### src/rtl/mem_arbiter_if.sv
// Bus between the data-memory arbiter, its two requesters and the single-port data memory.
// The slave modport is the arbiter's view; master is the requester/memory side.
interface mem_arbiter_if;
    logic       p_req;
    logic       p_we;
    logic [7:0] p_addr;
    logic [7:0] p_wdata;
    logic       p_stall;
    logic       p_rvalid;
    logic [7:0] p_rdata;

    logic       l_req;
    logic       l_we;
    logic [7:0] l_addr;
    logic [7:0] l_wdata;
    logic       l_gnt;
    logic       l_rvalid;
    logic [7:0] l_rdata;

    logic       mem_rm;
    logic       mem_wm;
    logic [7:0] mem_addr;
    logic [7:0] mem_wdata;
    logic [7:0] mem_rdata;

    logic       burst_active;

    modport slave (
        input  p_req, p_we, p_addr, p_wdata,
        output p_stall, p_rvalid, p_rdata,
        input  l_req, l_we, l_addr, l_wdata,
        output l_gnt, l_rvalid, l_rdata,
        output mem_rm, mem_wm, mem_addr, mem_wdata,
        input  mem_rdata,
        output burst_active
    );

    modport master (
        output p_req, p_we, p_addr, p_wdata,
        input  p_stall, p_rvalid, p_rdata,
        output l_req, l_we, l_addr, l_wdata,
        input  l_gnt, l_rvalid, l_rdata,
        input  mem_rm, mem_wm, mem_addr, mem_wdata,
        output mem_rdata,
        input  burst_active
    );
endinterface

### src/rtl/mem_arbiter.sv
// Shares the single-port data memory between the MEM stage and the loader/debug port.
// Pipeline has priority, bounded by a starvation limit; loader bursts are length-capped.
module mem_arbiter #(
    parameter int STARVE_LIMIT = 4,
    parameter int BURST_MAX    = 8
) (
    input  logic          clock,
    input  logic          reset,
    mem_arbiter_if.slave  bus
);

    localparam int SW = $clog2(STARVE_LIMIT + 1);
    localparam int BW = $clog2(BURST_MAX + 1);
    localparam logic [SW-1:0] STARVE_LIM_C = SW'(STARVE_LIMIT);
    localparam logic [BW-1:0] BURST_MAX_C  = BW'(BURST_MAX);

    typedef enum logic [0:0] {
        ST_PIPE = 1'b0,
        ST_LOAD = 1'b1
    } state_t;

    state_t        state_r;
    logic [SW-1:0] starve_cnt_r;
    logic [BW-1:0] burst_cnt_r;
    logic          p_rvalid_r;
    logic          l_rvalid_r;

    logic          p_req_s;
    logic          p_we_s;
    logic          l_req_s;
    logic          l_we_s;
    logic          p_gnt_s;
    logic          l_gnt_s;
    logic          burst_cont_s;
    logic          starve_ok_s;
    logic          mem_rm_s;
    logic          mem_wm_s;
    logic [7:0]    mem_addr_s;
    logic [7:0]    mem_wdata_s;

    assign p_req_s = bus.p_req;
    assign p_we_s  = bus.p_we;
    assign l_req_s = bus.l_req;
    assign l_we_s  = bus.l_we;

    // In LOAD the fallback arbitration treats the starvation count as zero.
    assign starve_ok_s = (state_r == ST_LOAD) || (starve_cnt_r < STARVE_LIM_C);

    // Grant decision; everything is forced idle while reset is held low.
    always_comb begin
        p_gnt_s      = 1'b0;
        l_gnt_s      = 1'b0;
        burst_cont_s = 1'b0;
        if (!reset) begin
            p_gnt_s = 1'b0;
        end else if ((state_r == ST_LOAD) && l_req_s && (burst_cnt_r < BURST_MAX_C)) begin
            l_gnt_s      = 1'b1;
            burst_cont_s = 1'b1;
        end else if (p_req_s && (!l_req_s || starve_ok_s)) begin
            p_gnt_s = 1'b1;
        end else if (l_req_s) begin
            l_gnt_s = 1'b1;
        end else begin
            p_gnt_s = 1'b0;
        end
    end

    // Route the winning requester onto the memory port.
    always_comb begin
        mem_rm_s    = 1'b0;
        mem_wm_s    = 1'b0;
        mem_addr_s  = 8'h00;
        mem_wdata_s = 8'h00;
        if (p_gnt_s) begin
            mem_rm_s    = ~p_we_s;
            mem_wm_s    = p_we_s;
            mem_addr_s  = bus.p_addr;
            mem_wdata_s = bus.p_wdata;
        end else if (l_gnt_s) begin
            mem_rm_s    = ~l_we_s;
            mem_wm_s    = l_we_s;
            mem_addr_s  = bus.l_addr;
            mem_wdata_s = bus.l_wdata;
        end else begin
            mem_rm_s = 1'b0;
        end
    end

    // Owner state, starvation/burst counters and read-valid flags.
    always_ff @(posedge clock) begin
        if (!reset) begin
            state_r      <= ST_PIPE;
            starve_cnt_r <= {SW{1'b0}};
            burst_cnt_r  <= {BW{1'b0}};
            p_rvalid_r   <= 1'b0;
            l_rvalid_r   <= 1'b0;
        end else begin
            state_r <= l_gnt_s ? ST_LOAD : ST_PIPE;

            if (l_gnt_s || !l_req_s) begin
                starve_cnt_r <= {SW{1'b0}};
            end else if (p_gnt_s && (starve_cnt_r < STARVE_LIM_C)) begin
                starve_cnt_r <= starve_cnt_r + SW'(1);
            end else begin
                starve_cnt_r <= starve_cnt_r;
            end

            if (l_gnt_s && burst_cont_s) begin
                burst_cnt_r <= burst_cnt_r + BW'(1);
            end else if (l_gnt_s) begin
                burst_cnt_r <= BW'(1);
            end else begin
                burst_cnt_r <= {BW{1'b0}};
            end

            p_rvalid_r <= p_gnt_s & ~p_we_s;
            l_rvalid_r <= l_gnt_s & ~l_we_s;
        end
    end

    assign bus.p_stall      = p_req_s & ~p_gnt_s;
    assign bus.l_gnt        = l_gnt_s;
    assign bus.p_rvalid     = p_rvalid_r;
    assign bus.l_rvalid     = l_rvalid_r;
    assign bus.p_rdata      = bus.mem_rdata;
    assign bus.l_rdata      = bus.mem_rdata;
    assign bus.mem_rm       = mem_rm_s;
    assign bus.mem_wm       = mem_wm_s;
    assign bus.mem_addr     = mem_addr_s;
    assign bus.mem_wdata    = mem_wdata_s;
    assign bus.burst_active = (state_r == ST_LOAD);

endmodule

### src/flat_wrapper.sv
// flat-port wrapper written by rule: the top's interface ports become plain ports
module mem_arbiter_flat 
#(
    parameter int STARVE_LIMIT = 4,
    parameter int BURST_MAX    = 8
)
  (clock, reset, bus_p_req, bus_p_we, bus_p_addr, bus_p_wdata, bus_p_stall, bus_p_rvalid, bus_p_rdata, bus_l_req, bus_l_we, bus_l_addr, bus_l_wdata, bus_l_gnt, bus_l_rvalid, bus_l_rdata, bus_mem_rm, bus_mem_wm, bus_mem_addr, bus_mem_wdata, bus_mem_rdata, bus_burst_active);
  mem_arbiter_if bus_i ();
  input  logic clock;
  input  logic reset;
  input wire logic [$bits(bus_i.p_req)-1:0] bus_p_req;
  input wire logic [$bits(bus_i.p_we)-1:0] bus_p_we;
  input wire logic [$bits(bus_i.p_addr)-1:0] bus_p_addr;
  input wire logic [$bits(bus_i.p_wdata)-1:0] bus_p_wdata;
  output wire logic [$bits(bus_i.p_stall)-1:0] bus_p_stall;
  output wire logic [$bits(bus_i.p_rvalid)-1:0] bus_p_rvalid;
  output wire logic [$bits(bus_i.p_rdata)-1:0] bus_p_rdata;
  input wire logic [$bits(bus_i.l_req)-1:0] bus_l_req;
  input wire logic [$bits(bus_i.l_we)-1:0] bus_l_we;
  input wire logic [$bits(bus_i.l_addr)-1:0] bus_l_addr;
  input wire logic [$bits(bus_i.l_wdata)-1:0] bus_l_wdata;
  output wire logic [$bits(bus_i.l_gnt)-1:0] bus_l_gnt;
  output wire logic [$bits(bus_i.l_rvalid)-1:0] bus_l_rvalid;
  output wire logic [$bits(bus_i.l_rdata)-1:0] bus_l_rdata;
  output wire logic [$bits(bus_i.mem_rm)-1:0] bus_mem_rm;
  output wire logic [$bits(bus_i.mem_wm)-1:0] bus_mem_wm;
  output wire logic [$bits(bus_i.mem_addr)-1:0] bus_mem_addr;
  output wire logic [$bits(bus_i.mem_wdata)-1:0] bus_mem_wdata;
  input wire logic [$bits(bus_i.mem_rdata)-1:0] bus_mem_rdata;
  output wire logic [$bits(bus_i.burst_active)-1:0] bus_burst_active;
  assign bus_i.p_req = bus_p_req;
  assign bus_i.p_we = bus_p_we;
  assign bus_i.p_addr = bus_p_addr;
  assign bus_i.p_wdata = bus_p_wdata;
  assign bus_p_stall = bus_i.p_stall;
  assign bus_p_rvalid = bus_i.p_rvalid;
  assign bus_p_rdata = bus_i.p_rdata;
  assign bus_i.l_req = bus_l_req;
  assign bus_i.l_we = bus_l_we;
  assign bus_i.l_addr = bus_l_addr;
  assign bus_i.l_wdata = bus_l_wdata;
  assign bus_l_gnt = bus_i.l_gnt;
  assign bus_l_rvalid = bus_i.l_rvalid;
  assign bus_l_rdata = bus_i.l_rdata;
  assign bus_mem_rm = bus_i.mem_rm;
  assign bus_mem_wm = bus_i.mem_wm;
  assign bus_mem_addr = bus_i.mem_addr;
  assign bus_mem_wdata = bus_i.mem_wdata;
  assign bus_i.mem_rdata = bus_mem_rdata;
  assign bus_burst_active = bus_i.burst_active;
  mem_arbiter #(.STARVE_LIMIT(STARVE_LIMIT), .BURST_MAX(BURST_MAX)) u_core (.clock(clock), .reset(reset), .bus(bus_i));
endmodule
### config.mk
export PLATFORM = sky130hd
export DESIGN_NAME = mem_arbiter_flat
export DESIGN_NICKNAME = d
export VERILOG_FILES = /design/src/rtl/mem_arbiter_if.sv /design/src/rtl/mem_arbiter.sv /design/src/flat_wrapper.sv
export SDC_FILE = /design/constraint.sdc
export NUM_CORES = 1
export LEC_CHECK = 0
export ABC_AREA = 1
export CORE_MARGIN = 3
export CORE_UTILIZATION = 30
export DETAILED_ROUTE_END_ITERATION = 8
export GPL_ROUTABILITY_DRIVEN = 0
export PLACE_DENSITY = 0.86
export SYNTH_ARGS = -nofsm -noshare
export SYNTH_HDL_FRONTEND = slang
export SYNTH_SLANG_ARGS = --single-unit
### constraint.sdc
create_clock -name clock -period 1.9 [get_ports clock]
set_clock_uncertainty 0.05 [all_clocks]
set_input_delay 0.38 -clock clock [delete_from_list [all_inputs] [get_ports clock]]
set_output_delay 0.38 -clock clock [all_outputs]
set_load 0.005 [all_outputs]
==> results of run 1 <==
[registers in the layout (all words and copies together) (netlist names)]
signal,count
u_core.starve_cnt_r,3
u_core.bus.l_rvalid,1
u_core.burst_cnt_r,4
u_core.bus.p_rvalid,1
u_core.bus.burst_active,1
[layer usage]
layer / up-vias / part of all wire, % / GRT usage [%]
met5: - / 0 / 0
met4: 0 / 2.3 / 6.44
met3: 8 / 7.2 / 5.06
met2: 50 / 52 / 35.3
met1: 500 / 38 / 19.5
li1: 539 / - / -
[worst max-delay path by stage]
stage	startpoint	to	slack, ps	cells after the start
6_report	u_core.bus.burst_active$_SDFF_PN0_	bus_mem_wdata[4]	-60	10
5_1_grt	u_core.bus.burst_active$_SDFF_PN0_	bus_mem_wdata[7]	-140	10
4_1_cts	u_core.bus.burst_active$_SDFF_PN0_	bus_mem_addr[1]	-130	11
3_5_place_dp	bus_l_req	bus_mem_rm	-630	8
3_3_place_gp	bus_l_req	bus_mem_rm	-550	8
2_1_floorplan	bus_l_req	bus_mem_addr[1]	430	6
[cells in the mapped netlist]
| cell type | n |
|---|---|
| sky130_fd_sc_hd__a21boi_0 | 1 |
| sky130_fd_sc_hd__a21boi_1 | 1 |
| sky130_fd_sc_hd__buf_2 | 2 |
| sky130_fd_sc_hd__buf_4 | 16 |
| sky130_fd_sc_hd__buf_6 | 1 |
| sky130_fd_sc_hd__clkbuf_1 | 1 |
| sky130_fd_sc_hd__dfxtp_1 | 10 |
| sky130_fd_sc_hd__ha_1 | 2 |
| sky130_fd_sc_hd__inv_1 | 7 |
| sky130_fd_sc_hd__inv_2 | 1 |
| sky130_fd_sc_hd__mux2i_1 | 1 |
| sky130_fd_sc_hd__nand2_1 | 40 |
| sky130_fd_sc_hd__nand2_2 | 3 |
| sky130_fd_sc_hd__nand2_4 | 1 |
| sky130_fd_sc_hd__nand3_1 | 20 |
| sky130_fd_sc_hd__nand3b_1 | 1 |
| sky130_fd_sc_hd__nor2_1 | 8 |
| sky130_fd_sc_hd__nor2_2 | 1 |
| sky130_fd_sc_hd__xnor2_1 | 1 |
| sky130_fd_sc_hd__xor2_1 | 1 |
[worst reg2reg max path: cells and delay by family, from the launching register on]
family	cells	cell delay (ps)
simple gates	4	400
buf+inv	5	610
flops	1	340
[power breakdown]
group	total [mW]	leakage, nW	switching [mW]	internal (mW)
sequential	0.219	0.0822	0.00364	0.215
combinational	0.303	0.805	0.117	0.186
clock	0.199	0.0210	0.0827	0.117
total	0.721	0.909	0.203	0.518
[area by class of cell]
class                   instances  share of cell area (%)
multi-input cells              84                    30.3
repair buffers                100                    52.2
clock buffers                   4                    2.07
inverters                       8                    1.86
well taps                      28                    2.00
flip-flops and latches         10                    11.6
[cells by family after synthesis]
| group | count (synthesis) | share of synthesized area (%) |
|---|---|---|
| AOI/OAI and AO/OA | 2 | 1.96 |
| and+or+nand+nor | 74 | 42.3 |
| xor gates and xnor gates | 2 | 2.28 |
| muxes | 1 | 1.31 |
| DFF | 10 | 26.1 |
| adders and majority gates | 2 | 3.26 |
| buffers and inverters | 28 | 22.8 |
[what timing repair did]
action | 4_1_cts | 5_1_grt
buffers inserted | 20 | 7
setup endpoints to repair | 20 | 19
pin swaps | 10 | 13
hold buffers | 0 | 0
cloned | 3 | 1
resized for setup | 78 | 44
==> impl_summary.md, run 1 <==
Outcome
The flow ran to the end, but the final reports show violations. The checks that failed: setup timing.

Setup path
The category of the worst setup path capture point is an output port. In this design, the largest share of critical-path delay is due to simple AND/OR/NAND/NOR gates. Data on the critical path is required at its endpoint by around 1500 ps. The worst register-to-register path ends at u_core.bus.p_rvalid$_SDFF_PN0_. The critical path class is reg2out. The most frequent cell on the critical path is sky130_fd_sc_hd__buf_6. The register-to-register path setup slack is 440 ps. The largest single stage delay on the critical path is between 300 and 400 ps. The signal on the critical path passes through nand2_2, nor2_4, nand2_4, buf_6, nand2_4, buf_6, buf_6, nand2_2, nand2_2, buf_6. In this run the worst path has a maximum fanout of 4. The sum of buffers and inverters on the critical path is 4. The slowest stage of the critical path is the sky130_fd_sc_hd__dfxtp_2 cell. At the worst endpoint, the arrival time is roughly 1500 ps.

Counting cells, the worst reg-to-reg path comes to 9. The source of the worst register-to-register timing path is u_core.bus.burst_active$_SDFF_PN0_. The nature of the critical path startpoint is a flop.

Floorplan
Row generation in the floorplan step produced 17 rows. From left edge to right edge, the die measures approximately 57 µm. 85 I/O pins were placed. The floorplan step defined a die boundary enclosing 3200 µm².

The starting density of the core is 33.1%. From bottom edge to top edge, the die measures around 57 µm. In this run the standard cell core region covers ~2300 µm².

Route
After detailed routing, the total wire length is 3610 µm. The post-detailed-route DRC marker count is 0. For this block, the initial DRC count from the detailed router was 61. The routed length per placed instance is around 15 µm. For this block, the via count after detailed routing is 1097. Using the TritonRoute via totals, the vias-per-cell ratio works out to roughly 4.7.

The post-route antenna net violation count is 0. The first detailed-routing pass ran for 4 iterations.

STA
The tightest hold margin is 429 ps. The hold violation total from the final report is 0. Setup violations remaining at the end of the flow were counted as 10. The number of max-slew violations in the final report is 0. In the finished design, the share of the clock period the worst path needs comes to 103%.

Setup repair after global routing could not meet its margin everywhere. The final worst slack is -62.0 ps. The post-layout minimum cycle time is between 1500 and 2000 ps. The relative max-transition margin is between 80% and 90%. The fmax is roughly 510 MHz. After routing, the total negative slack on setup checks comes to -381 ps. For the pin with the worst max-slew slack, the measured transition is between 150 and 200 ps.

Pwr
The total design power is between 0.7 and 0.8 mW. The analysis attributes to cell leakage a power of around 0.91 nW. The power per unit of standard cell area is a little over 400 nW/µm². The worst-case IR drop observed on VDD is about 0.00033 V.

Placed design
The post-placement setup slack is -632 ps. The count of buffers added on input and output ports is 60. The placed instance area is around 1400 µm². Counting tap cells, the placed design contains a total of between 150 and 200 instances. The placed wire-length estimate is between 1500 and 2000 µm.

Logic synthesis
Summed over its instances, the top area cell type makes up between 20% and 30% of the synthesized netlist area. In the post-synthesis netlist, the biggest area contributors are sky130_fd_sc_hd__dfxtp_1 (26%), sky130_fd_sc_hd__nand2_1 (20%), sky130_fd_sc_hd__buf_4 (16%). The post-synthesis instance total is approximately 120. The cell accounting for the most synthesized area is sky130_fd_sc_hd__dfxtp_1. The synthesized design contains 10 register bits. The synthesized area per cell is about 6.4 µm².

When the netlist entered floorplanning its net count stood at approximately 170. After synthesis, the netlist uses 20 different library cells. The cell area after synthesis is 767 µm². The Yosys warning count is 0. The sequential element share of the synthesized area is about a quarter.

Clock tree
Clock latency on the worst-skew pair, taken at its later pin, is 280 ps. TritonCTS built the clock tree. In this run the number of H-tree levels came out at 1. After clock tree synthesis, the clock-pin slew on the worst setup and hold paths is ~70 ps. The clock buffer count from CTS is 3. CTS saw 10 sinks.

The tree is rooted in a sky130_fd_sc_hd__clkbuf_4. In this run the deepest clock path goes through 2 buffers.

Global route
For this run the aggregate overflow at the end of global routing stands at 0. Entering global routing, the biggest net connects 13 pins. The number of global-route vias before repair is between 1000 and 1500. The aggregate global-route resource usage is between 10% and 20%. The global-route wire length before repair is approximately 4700 µm.

The initial antenna violation count was 0.

Worst hold path
In this run the most critical hold path is launched from u_core.burst_cnt_r[2]$_SDFF_PN0_. The instance count along the most critical hold path is 2. The min-delay analysis places its worst path in the category reg2reg. The worst min-delay path endpoint is u_core.burst_cnt_r[3]$_SDFF_PN0_.

Layout
0 antenna diodes ended up in the layout. The sequential cells in the finished layout cover a total of around 200 µm². The number of non-filler instances in the completed layout is about 230. The total area of multi-input combinational cells is 531 µm². Leaving out fill and tap cells, the most frequent cells in the layout are sky130_fd_sc_hd__clkdlybuf4s50_1 (37), sky130_fd_sc_hd__nand2_1 (28), sky130_fd_sc_hd__buf_4 (21).

The layout filler cell count is 150. The most frequent standard cell in the layout excluding fill and tap cells is sky130_fd_sc_hd__clkdlybuf4s50_1. At the end of the flow the core is filled with cells to 75.6%. The area growth from synthesis to layout is 129%.

After routing the design area is 1750 µm². The number of nets at the end of the flow is approximately 260. The share of layout cells above drive strength 1 is between 40% and 50%.

Job
The number of maximum-capacitance constraint violations is 0.
(Power assumes the default switching activity.)
==> run 2, diff against run 1 <==
- SLEW_MARGIN: default -> 20
==> results of run 2 <==
Same layout as run 1: the final DEF is identical, and so are final timing and power.
==> run 3, diff against run 2 <==
- SETUP_SLACK_MARGIN: default -> 0.2
==> run 3 against run 2 <==
Net effect:
- the run still ends with setup timing left
- hold slack worse by 3.3 ps
- core utilization up 3.2 points
- first-iteration DRC count down 25%
- wire length up 8.3%
- worst setup slack better by 2.7 ps
- sequential power about the same
- via count up 2.7%
- final area up 4.2%
- global-route usage up 3.8 points
- critical path depth down 2
- register-to-register slack better by 20 ps
- largest power group unchanged
==> impl_summary.md, run 3 (same netlist as run 1, synthesis figures left out) <==
Layout
The largest registers in the layout are u_core.burst_cnt_r: 4 flops, u_core.starve_cnt_r: 3 flops. The number of nets at the end of the flow is 254 (-0.39%). The antenna diode instance count is 0 (unchanged). The most frequent standard cell in the layout excluding fill and tap cells is sky130_fd_sc_hd__clkdlybuf4s50_1. The post-layout utilization of the core is 78.8% (+3.2 points). The flip-flop count of the largest register, all copies and words added is 4 (unchanged).

The area growth from synthesis to layout is 138%. Counting flops per register, the top entry is u_core.burst_cnt_r. The number of non-filler instances in the completed layout came to 233 (-0.43%).

The share of layout cells above drive strength 1 is 52.2% (+7.5 points). In the layout the commonest cells are sky130_fd_sc_hd__clkdlybuf4s50_1 (37), sky130_fd_sc_hd__buf_6 (23), sky130_fd_sc_hd__nand2_1 (22).

Pwr
The maximum resistive drop on vdd is 0.000451 V (+35%). The leakage dissipation is 0.929 nW (+2.3%). The power per unit of standard cell area is 409 nW/µm² (-0.49%).

Clock tree
The clock input transition at the sequential cells of the worst setup and hold paths is 80 ps (about the same). The insertion delay of the later-clocked pin in the worst-skew pair was 280 ps (about the same). The clock buffer count from CTS was 3 (unchanged). The clock root buffer master is sky130_fd_sc_hd__clkbuf_4. The maximum clock path buffer count is 2 (unchanged).

The TritonCTS sink count is 10 (unchanged). The clock tree from TritonCTS is yes. The deepest level of the CTS H-tree is 1 (unchanged). The hold buffer count at CTS is 0 (unchanged).

Setup path
The maximum fanout along the worst path was 8 (+4). The critical path arrival is 1530 ps (about the same). STA classifies the critical path endpoint as an output port. The data required time of the worst path was 1470 ps (about the same). The nature of the critical path startpoint is a flop. The critical path class is reg2out.

Route
The routed length per placed instance is 16.8 µm (+8.8%). The via count was 1127 (+2.7%). The post-route antenna net violation count is 0 (unchanged). The number of iterations in the first detailed-routing pass was 4 (unchanged). The via density per instance is 4.84 (+3.2%). The total wirelength of the detailed-routed design is 3910 µm (+8.3%). The number of violations reported at the end of detailed-routing iteration 0 came to 46 (-25%).

The post-detailed-route DRC marker count was 0 (unchanged).

Placed design
The placed wire-length estimate is 1960 µm (unchanged). The count of buffers inserted at the top-level ports came to 60 (unchanged). The placed cell count is 199 (unchanged). The post-placement setup slack is -632 ps (unchanged).

STA
The final worst slack is -59.3 ps (+2.73 ps). The transition time of the tightest slew-check pin is 181 ps (+16.4 ps). The setup violation total in the final timing report came to 10 (unchanged). The tightest hold margin came to 426 ps (-3.31 ps). The post-layout minimum cycle time is 1960 ps (-2.73 ps).

The fmax is 510 MHz (+0.14%). The hold violation total from the final report came to 0 (unchanged). The post-route clock period utilization is 103% (-0.14 points). The relative max-transition margin is 87.8% (-0.89 points). The number of max-slew violations in the final report is 0 (unchanged).

Setup repair after global routing could not meet its margin everywhere.

Worst hold path
In this run the worst hold path is classified as reg2reg.

Global route
The aggregate global-route resource usage is 22.5% (+3.8 points). The initial antenna violation count came to 0 (unchanged). The global-route wire length before repair is 5610 µm (+19%). The pin count of the biggest net entering global routing is 13 (unchanged).

The overall overflow remaining after global route is 0 (unchanged). The number of global-route vias before repair is 1181 (+13%).

Floorplan
The total I/O pin count is 85 (unchanged). The die extent in x came to 56.6 µm (unchanged). The placeable core region came to 2320 µm² (unchanged). The starting density of the core is 33.1% (unchanged).

The die boundary height was 56.6 µm (unchanged). The overall die area was 3200 µm² (unchanged). The number of cell rows was 17 (unchanged).

Outcome
The checks that failed: setup timing. The run finished, with violations left.

Job
The number of maximum-capacitance constraint violations is 0 (unchanged).
## run 3: cell types whose count changed in the layout (fill, tap and decap cells not counted), moves of 3 or more
cell | previous run | this run
sky130_fd_sc_hd__nand3_1 | 18 | 9
sky130_fd_sc_hd__nand2_4 | 4 | 7
sky130_fd_sc_hd__clkbuf_2 | 8 | 0
sky130_fd_sc_hd__nand2_1 | 28 | 22
sky130_fd_sc_hd__buf_6 | 17 | 23
sky130_fd_sc_hd__nand2_2 | 12 | 15
sky130_fd_sc_hd__buf_2 | 10 | 17
sky130_fd_sc_hd__nand3_2 | 1 | 9
sky130_fd_sc_hd__buf_4 | 21 | 18
## run 3: layer usage
| layer | global-route usage (%) | up-vias | share of wire [%] |
|---|---|---|---|
| li1 | - | 535 | - |
| met1 | 22.3 | 516 | 36 |
| met2 | 41.9 | 60 | 52 |
| met3 | 7.13 | 16 | 8.2 |
| met4 | 10.2 | 0 | 3.9 |
| met5 | 0 | - | 0 |
## run 3: repair_timing
| item | 4_1_cts | 5_1_grt |
|---|---|---|
| endpoints found under the hold margin | 0 | 0 |
| resized for setup | 134 | 24 |
| pin swaps | 17 | 20 |
| setup buffers | 24 | 2 |
| cloned | 4 | 0 |
| setup endpoints to repair | 20 | 20 |
## run 3: power breakdown
| part | switching (mW) | internal, mW |
|---|---|---|
| registers | 0.00377 | 0.215 |
| clock network | 0.0851 | 0.117 |
| logic | 0.134 | 0.193 |
## run 3: cell type report
type | count | area (µm²)
Sequential cell | 10 | 203
Inverter | 8 | 32.5
Tap cell | 28 | 35.0
Timing Repair Buffer | 99 | 907
Fill cell | 147 | 492
Clock buffer | 4 | 36.3
Multi-Input combinational cell | 84 | 613
## run 3: metrics by stage
step	instance area [µm²]	power, mW	setup TNS (ps)
5_1_grt	1830	0.776	-928
2_1_floorplan	767	0.313	0
3_3_place_gp	1360	0.446	-10490
6_report	1830	0.748	-238
4_1_cts	1710	0.702	-31.9
3_5_place_dp	1360	0.451	-11740
## run 3: worst paths after layout
check,startpoint,to,slack [ps],depth (start not counted)
worst min-delay path,u_core.burst_cnt_r[2]$_SDFF_PN0_,u_core.burst_cnt_r[3]$_SDFF_PN0_,430,2
worst min register to register,u_core.burst_cnt_r[2]$_SDFF_PN0_,u_core.burst_cnt_r[3]$_SDFF_PN0_,430,2
worst max register to register,u_core.bus.burst_active$_SDFF_PN0_,u_core.starve_cnt_r[2]$_SDFFE_PP0P_,460,8
worst max-delay path,u_core.bus.burst_active$_SDFF_PN0_,bus_mem_rm,-60,8
## run 3: critical path, stage by stage, from the launching register on
cell	delay, ps
sky130_fd_sc_hd__dfxtp_2	340
sky130_fd_sc_hd__nand2_2	70
sky130_fd_sc_hd__nor2_4	50
sky130_fd_sc_hd__buf_6	120
sky130_fd_sc_hd__nor2_4	160
sky130_fd_sc_hd__buf_6	170
sky130_fd_sc_hd__nand3b_1	130
sky130_fd_sc_hd__nand2_1	100
sky130_fd_sc_hd__buf_2	110
